$ cat src/rtl/mem_arbiter_types.sv
// +----------------------------------------------------------------------------+
// | Package     : mem_arbiter_types                                            |
// | Description : Shared types and reset constants for the instruction/data    |
// |               memory-port arbiter.                                         |
// | Contents    : arb_state_t  - arbiter FSM state (IDLE, I_BUSY, D_BUSY)       |
// |               mem_word_t   - 16-bit memory word / address                  |
// |               mem_be_t     - 2-bit byte-lane mask                          |
// |               RST_*        - reset values of the registered memory port    |
// | Revision    : 1.0 - initial release                                        |
// +----------------------------------------------------------------------------+
`default_nettype none

package mem_arbiter_types;

  typedef enum logic [1:0] {
    IDLE   = 2'd0,
    I_BUSY = 2'd1,
    D_BUSY = 2'd2
  } arb_state_t;

  typedef logic [15:0] mem_word_t;
  typedef logic [1:0]  mem_be_t;

  localparam mem_word_t RST_ADDR  = 16'h0000;
  localparam mem_word_t RST_WDATA = 16'h0000;
  localparam mem_be_t   RST_BE    = 2'b00;
  // Priority pointer reset value: 1 means the data side is preferred.
  localparam logic      RST_PTR_D = 1'b1;

endpackage

`default_nettype wire

$ cat src/rtl/mem_arbiter_arb_pick.sv
// +----------------------------------------------------------------------------+
// | Module      : arb_pick                                                     |
// | Description : Combinational winner select between the instruction and     |
// |               data requesters. A lone requester always wins; on a          |
// |               collision the side named by the pointer wins.                |
// | Ports       : i_pending (in)  instruction side has read|write asserted     |
// |               d_pending (in)  data side has read|write asserted            |
// |               pointer   (in)  1 = data side wins a collision, 0 = instr.   |
// |               grant_i   (out) instruction side selected                    |
// |               grant_d   (out) data side selected                           |
// | Revision    : 1.0 - initial release                                        |
// +----------------------------------------------------------------------------+
`default_nettype none

module arb_pick (
  input  logic i_pending,
  input  logic d_pending,
  input  logic pointer,
  output logic grant_i,
  output logic grant_d
);

  // The two grants are mutually exclusive by construction.
  assign grant_d = d_pending & (~i_pending |  pointer);
  assign grant_i = i_pending & (~d_pending | ~pointer);

endmodule

`default_nettype wire

$ cat src/rtl/mem_arbiter.sv
// +----------------------------------------------------------------------------+
// | Module      : mem_arbiter                                                  |
// | Description : Merges the instruction-side (i_*) and data-side (d_*)        |
// |               request ports onto one multi-cycle single-port memory        |
// |               (mem_*). One transaction is outstanding at a time; the grant |
// |               is held until mem_resp, which is routed back to the owner.   |
// | Parameters  : ADDR_W - address width, DATA_W - data width (bytes = /8)     |
// | Ports       : clk, rst           clock, synchronous active-high reset      |
// |               i_read/i_write     instruction request, held until i_resp    |
// |               i_byte_enable/i_address/i_wdata   instruction request data   |
// |               i_rdata/i_resp     instruction read data / completion pulse  |
// |               d_*                same set for the data side                |
// |               mem_read/mem_write/mem_byte_enable/mem_address/mem_wdata     |
// |                                  registered request to physical memory     |
// |               mem_rdata/mem_resp read data / completion from memory        |
// | Options     : MEM_ARBITER_ROUND_ROBIN_EN - when defined, collisions are     |
// |               resolved by a pointer that toggles on every grant; otherwise |
// |               the data side always wins a collision.                       |
// | Revision    : 1.0 - initial release                                        |
// +----------------------------------------------------------------------------+
`default_nettype none

module mem_arbiter
  import mem_arbiter_types::*;
#(
  parameter int ADDR_W = 16,
  parameter int DATA_W = 16
) (
  input  logic                  clk,
  input  logic                  rst,

  input  logic                  i_read,
  input  logic                  i_write,
  input  logic [DATA_W/8-1:0]   i_byte_enable,
  input  logic [ADDR_W-1:0]     i_address,
  input  logic [DATA_W-1:0]     i_wdata,
  output logic [DATA_W-1:0]     i_rdata,
  output logic                  i_resp,

  input  logic                  d_read,
  input  logic                  d_write,
  input  logic [DATA_W/8-1:0]   d_byte_enable,
  input  logic [ADDR_W-1:0]     d_address,
  input  logic [DATA_W-1:0]     d_wdata,
  output logic [DATA_W-1:0]     d_rdata,
  output logic                  d_resp,

  output logic                  mem_read,
  output logic                  mem_write,
  output logic [DATA_W/8-1:0]   mem_byte_enable,
  output logic [ADDR_W-1:0]     mem_address,
  output logic [DATA_W-1:0]     mem_wdata,
  input  logic [DATA_W-1:0]     mem_rdata,
  input  logic                  mem_resp
);

  arb_state_t state;

  logic i_pending;
  logic d_pending;
  logic prio_d;
  logic grant_i;
  logic grant_d;
  logic in_idle;

  assign i_pending = i_read | i_write;
  assign d_pending = d_read | d_write;
  assign in_idle   = (state == IDLE);

`ifdef MEM_ARBITER_ROUND_ROBIN_EN
  logic ptr_d;

  // Toggles on every grant, including a grant to a lone requester.
  always_ff @(posedge clk) begin
    if (rst) begin
      ptr_d <= RST_PTR_D;
    end else if (in_idle && (grant_i || grant_d)) begin
      ptr_d <= ~ptr_d;
    end
  end

  assign prio_d = ptr_d;
`else
  assign prio_d = 1'b1;
`endif

  arb_pick u_arb_pick (
    .i_pending (i_pending),
    .d_pending (d_pending),
    .pointer   (prio_d),
    .grant_i   (grant_i),
    .grant_d   (grant_d)
  );

  // The memory request is captured on the granting edge and then held, so
  // the requester may change or drop its inputs without disturbing memory.
  // Write takes precedence when a requester raises read and write together.
  always_ff @(posedge clk) begin
    if (rst) begin
      state           <= IDLE;
      mem_read        <= 1'b0;
      mem_write       <= 1'b0;
      mem_byte_enable <= (DATA_W/8)'(RST_BE);
      mem_address     <= ADDR_W'(RST_ADDR);
      mem_wdata       <= DATA_W'(RST_WDATA);
    end else begin
      case (state)
        IDLE: begin
          if (grant_d) begin
            state           <= D_BUSY;
            mem_write       <= d_write;
            mem_read        <= d_read & ~d_write;
            mem_byte_enable <= d_byte_enable;
            mem_address     <= d_address;
            mem_wdata       <= d_wdata;
          end else if (grant_i) begin
            state           <= I_BUSY;
            mem_write       <= i_write;
            mem_read        <= i_read & ~i_write;
            mem_byte_enable <= i_byte_enable;
            mem_address     <= i_address;
            mem_wdata       <= i_wdata;
          end
        end
        I_BUSY, D_BUSY: begin
          if (mem_resp) begin
            state     <= IDLE;
            mem_read  <= 1'b0;
            mem_write <= 1'b0;
          end
        end
        default: begin
          state     <= IDLE;
          mem_read  <= 1'b0;
          mem_write <= 1'b0;
        end
      endcase
    end
  end

  // A completion arriving in the reset cycle is an aborted transaction and
  // must not reach the requester; mem_resp seen in IDLE has no owner.
  assign i_resp  = ~rst & mem_resp & (state == I_BUSY);
  assign d_resp  = ~rst & mem_resp & (state == D_BUSY);
  assign i_rdata = mem_rdata;
  assign d_rdata = mem_rdata;

endmodule

`default_nettype wire
$ cat config.mk
export PLATFORM = sky130hd
export DESIGN_NAME = mem_arbiter
export DESIGN_NICKNAME = d
export VERILOG_FILES = /design/src/rtl/mem_arbiter_types.sv /design/src/rtl/mem_arbiter_arb_pick.sv /design/src/rtl/mem_arbiter.sv
export SDC_FILE = /design/constraint.sdc
export NUM_CORES = 1
export LEC_CHECK = 0
export ABC_AREA = 1
export CAP_MARGIN = 20
export CORE_ASPECT_RATIO = 1.1
export CORE_MARGIN = 2
export CORE_UTILIZATION = 35
export CTS_BUF_LIST = sky130_fd_sc_hd__clkbuf_4
export CTS_CLUSTER_DIAMETER = 80
export DETAILED_ROUTE_END_ITERATION = 10
export GPL_TIMING_DRIVEN = 1
export PLACE_DENSITY = 0.82
export SLEW_MARGIN = 40
export SYNTH_ARGS = -nofsm -noshare
export SYNTH_HDL_FRONTEND = slang
export SYNTH_SLANG_ARGS = --single-unit
$ cat constraint.sdc
create_clock -name clk -period 1.8 [get_ports clk]
set_clock_uncertainty 0.2 [all_clocks]
set_input_delay 0.27 -clock clk [delete_from_list [all_inputs] [get_ports clk]]
set_output_delay 0.27 -clock clk [all_outputs]
set_load 0.03 [all_outputs]
* Word-level counts from Yosys, hierarchy flattened
Index checks and enable logic that the tools add are counted.
** Word-level totals
- Input port bits :: 91
- Bits in registers :: 38
** Cells by class
- Equal/unequal tests :: 4
- Muxes and demuxes :: 17
- Bitwise gates (word level) :: 12
- Reduce and logical (&&, ||, !) cells :: 5
** Operators with widths (number)
- $mux 16 :: 4
- $mux 2 :: 5
- $and 1x1->1 :: 6
- $mux 1 :: 5
- $not 1->1 :: 4
- $pmux 1 s2 :: 2
- $pmux 2 s2 :: 1
- $reduce_and 2->1 :: 2
- $ne 3x2->1 const B :: 1
- $eq 2x1->1 const B :: 1
- $eq 2x2->1 const B :: 1
- $logic_not 2->1 :: 1
- $ne 2x2->1 const B :: 1
- $or 1x1->1 :: 2
- $reduce_bool 2->1 :: 1
- $reduce_or 2->1 :: 1

* Depth between registers and ports, before layout
- Word-level depth :: 6
- Gate-level depth with buffers :: 7

* Hierarchy
A second synthesis with hierarchy kept.
** Unflattened totals
- Cells, all modules :: 346
- Area, all modules :: 2244.7 µm²
** Modules (own cells, without submodules)
- mem_arbiter :: cells each 342, sequential area each 760.7 µm², area each 2217.1 µm², instances 1
- arb_pick :: cells each 4, sequential area each 0.0 µm², area each 27.5 µm², instances 1

* Least setup slack after synthesis
OpenSTA, ideal clock, no wires.
- Kind :: reg2reg
- Start :: reg state[0]
- End :: reg mem_address[0]
- Slack :: 0.321 ns
- Period minus slack after synthesis :: 1.479 ns
- Setup time :: 0.115 ns
- Path buffers :: 2
- Cell stages (with the launch flop) :: 7
- Data arrival time :: 1.164 ns
- Data required time :: 1.485 ns
- Cells stage by stage :: dfxtp_1 -> inv_1 -> ha_1 -> buf_4 -> clkbuf_1 -> a21oi_1 -> nor2_1
** Between the ends
- Longest elaborated chain between the ends :: 2
** RTL lines
- start: declaration :: RTL line mem_arbiter.sv:57 : arb_state_t state;
- start signal: assignment :: RTL line mem_arbiter.sv:100 : state <= IDLE;
- start signal: assignment :: RTL line mem_arbiter.sv:110 : state <= D_BUSY;
- start signal: assignment :: RTL line mem_arbiter.sv:117 : state <= I_BUSY;
- $logic_not 2->1 :: RTL line mem_arbiter.sv:107 : case (state)
- $reduce_and 2->1 (no line)
- end signal: assignment :: RTL line mem_arbiter.sv:104 : mem_address <= ADDR_W'(RST_ADDR);
- end signal: assignment :: RTL line mem_arbiter.sv:114 : mem_address <= d_address;
- end signal: assignment :: RTL line mem_arbiter.sv:121 : mem_address <= i_address;
- end: declaration :: RTL line mem_arbiter.sv:51 : output logic [ADDR_W-1:0] mem_address,
Every way passes these cells.
A chain may end at the register's enable or synchronous reset.

* Worst setup path in the final report
- Start :: reg state[1]
- End :: out i_resp
** Between the ends
- Longest elaborated chain between the ends :: 2
** RTL lines
- $eq 2x1->1 :: RTL line mem_arbiter.sv:143 : assign i_resp = ~rst & mem_resp & (state == I_BUSY);
- $and 1x1->1 :: RTL line mem_arbiter.sv:143
- end: declaration :: RTL line mem_arbiter.sv:38 : output logic i_resp,
Every way passes these cells.

==> impl_metrics.env <==
export IMPL_start_util=0.358
export IMPL_chipHeight_um=86.7
export IMPL_hold_end="mem_write"
export IMPL_hold_buffers=0
export IMPL_post_cts_resized=37
export IMPL_nFillCells=637
export IMPL_clkSinkCount=38
export IMPL_clock_path_buffers=2
export IMPL_ys_seq_area_frac=0.349
export IMPL_clk_latency_ns=0.33
export IMPL_portBuffers=112
export IMPL_post_cts_setup_buffers=0
export IMPL_ios=161
export IMPL_wire_per_inst_um=11.8
export IMPL_postRouteAntennaNets=0
export IMPL_relSlewSlack=0.766
export IMPL_worst_path_buf_inv=2
export IMPL_ys_warnings_count=0
export IMPL_synth_avg_cell_area_um2=6.60
export IMPL_min_delay_start="mem_write"
export IMPL_synth_mux_area_frac=0
export IMPL_place_inst=482
export IMPL_end_kind="output port"
export IMPL_worstReg2RegStart="state[1]"
export IMPL_cap_violations=0
export IMPL_synth_cell_area_um2=2180
export IMPL_p_sw_mw=0.883
export IMPL_final_nets=503
export IMPL_die_area_um2=6870
export IMPL_outcome="completed"
export IMPL_synth_xor_area_frac=0
export IMPL_r2r_cells=7
export IMPL_synth_top_area_cell="dfxtp_1"
export IMPL_diodes=0
export IMPL_cp_start_kind="register"
export IMPL_setup_viol=0
export IMPL_final_cells=490
export IMPL_path_class="reg -> out"
export IMPL_routabilityCongestion=0.678
export IMPL_post_route_period_util=0.964
export IMPL_leakage_nw=1.57
export IMPL_p_per_area_nw_per_um2=762
export IMPL_dpl_hpwl_mm=4.43
export IMPL_grt_overflow_total=0
export IMPL_syn_nets=424
export IMPL_reg2reg_setup_slack_ns=0.12
export IMPL_drt_iter0_markers=45
export IMPL_ir_drop_uv=400
export IMPL_grt_pass1_wl_mm=9.07
export IMPL_antenna_found_initial=0
export IMPL_required_ns=1.33
export IMPL_fin_crit_ns=1.74
export IMPL_htreeDepth=2
export IMPL_cp_max_fo=3
export IMPL_crit_chain="inv_1, ha_1, and3_1, buf_6"
export IMPL_drc_errors=0
export IMPL_internal_power_mw=1.54
export IMPL_worst_ep_arrival_time_ns=1.27
export IMPL_drive_gt1_frac=0.0707
export IMPL_reg2reg_to="state[0]"
export IMPL_finalMaxSlewViolations=0
export IMPL_synth_top_family_by_area="simple AND/OR/NAND/NOR gates"
export IMPL_grtUsageTotal=0.168
export IMPL_avgViaCountPerCell=4.59
export IMPL_dr_pass1_iters=4
export IMPL_cp_slowest_stage_delay_ns=0.36
export IMPL_synthAdderAreaFrac=0.0172
export IMPL_critPathTopFamily="flip-flops"
export IMPL_worstHoldPathType="reg -> reg"
export IMPL_tightest_slew_ns=0.352
export IMPL_grt_max_degree=22
export IMPL_row_count=30
export IMPL_hold_viol=0
export IMPL_p_sw_frac=0.365
export IMPL_min_delay_path_depth=2
export IMPL_wirelength_mm=5.76
export IMPL_syn_inst=330
export IMPL_synth_cell_types=21
export IMPL_pwr_share_comb=0.403
export IMPL_fmax_mhz=576
export IMPL_cts_tree="yes"
export IMPL_cts_clk_slew_worst_paths_ns=0.11
export IMPL_p_seq_frac=0.418
export IMPL_die_x_um=79.2
export IMPL_synth_area_leaders="dfxtp_1, nand2_1, buf_4"
export IMPL_rsz0062_at_grt="no"
export IMPL_synth_top_area_frac=0.349
export IMPL_numCtsBuffers=5
export IMPL_ys_ff_latch=38
export IMPL_fin_hold_ws_ns=0.274
export IMPL_cts_root_buffer="clkbuf_4"
export IMPL_synthToLayoutAreaGrowth_pct=45.8
export IMPL_core_area_um2=6080
export IMPL_synth_simple_area_share=0.286
export IMPL_via_count=2247
export IMPL_grt_pass1_vias=2022
export IMPL_cpMaxStageDelayCell="dfxtp_2"
export IMPL_synth_compound_area_frac=0.168
export IMPL_pwr_share_clk=0.179
==> Yosys cell counts (all sizes together) <==
master and n:
nand4 1, nand2 112, dfxtp 38, buf 45, clkbuf 7, inv 7
nor2 37, a21oi 38, and3 2, ha 3, o21ai 35, nand3 5
==> cell type report <==
| cell class | count | area [µm²] | area share |
|---|---|---|---|
| clock buffer | 6 | 45.0 | 0.0142 |
| clock inverter | 2 | 8.76 | 0.00276 |
| inverter | 7 | 26.3 | 0.00827 |
| multi-input combinational | 233 | 1030 | 0.323 |
| sequential | 38 | 763 | 0.240 |
| tap | 80 | 100 | 0.0315 |
| timing repair buffer | 124 | 1210 | 0.380 |
==> power groups by stage <==
stage	registers (mW)	logic (mW)	clock network, mW
3_3_place_gp	1.03	1.04	0
2_1_floorplan	1.25	0.493	0
5_1_grt	1.03	1.07	0.493
6_report	1.01	0.976	0.433
3_5_place_dp	1.04	1.06	0
4_1_cts	1.01	0.987	0.449
==> flip-flops by register name, summed over array words and instances, names as in the netlist <==
| register | count |
|---|---|
| mem_byte_enable | 2 |
| mem_write | 1 |
| mem_read | 1 |
| mem_wdata | 16 |
| state | 2 |
| mem_address | 16 |
==> cell usage in the layout (no fill, tap or decap), types with 6 or more instances in the layout <==
cell type,synthesis,routed
nand2_1,110,110
clkdlybuf4s50_1,0,74
a21oi_1,38,38
dfxtp_1,38,36
dlygate4sd2_1,0,36
nor2_1,35,35
o21ai_1,23,23
o21ai_0,12,12
buf_4,36,9
clkbuf_4,0,6
==> kinds of logic (layout without fill, tap and decap cells) <==
family	count (synthesis)	in the layout
AOI/OAI and AO/OA	73	73
adders and majority gates	3	3
DFF	38	38
and+or+nand+nor	157	157
buffers and inverters	59	139
==> worst max path at each step <==
stage,depth (start not counted),end,start,slack [ns]
3_5_place_dp,5,state[0],d_write,-0.07
6_report,4,i_resp,state[1],0.06
3_3_place_gp,8,mem_wdata[4],d_write,-0.02
2_1_floorplan,6,mem_address[0],state[0],0.32
5_1_grt,4,i_resp,state[1],0.002
4_1_cts,4,i_resp,state[1],0.02
==> metrics by stage <==
| step | util | setup WS [ns] | setup TNS, ns | area, µm² | total power, mW |
|---|---|---|---|---|---|
| after global placement | 0.519 | -0.0219 | -0.0224 | 3160 | 2.08 |
| after global routing | 0.522 | 0.00200 | 0 | 3180 | 2.59 |
| after CTS | 0.521 | 0.0162 | 0 | 3170 | 2.45 |
| after detailed placement | 0.519 | -0.0725 | -0.997 | 3160 | 2.10 |
| final | 0.522 | 0.0647 | 0 | 3180 | 2.42 |
| after floorplan | - | 0.321 | 0 | 2180 | 1.74 |
==> per-layer routing <==
metal,track usage,part of all wire,vias up
met1,0.186,0.41,962
met4,0.0737,0.025,0
li1,-,-,1177
met3,0.0406,0.084,17
met2,0.304,0.48,91
met5,0,0,-
==> worst register-to-register path: cells and delay by family (launching register included) <==
family / cells / cell delay (ns)
and+or+nand+nor: 3 / 0.35
adders and majority gates: 1 / 0.22
AOI/OAI and AO/OA: 1 / 0.16
buffers and inverters: 2 / 0.32
DFF: 1 / 0.35
No activity file was read; power rests on OpenSTA's default activity.
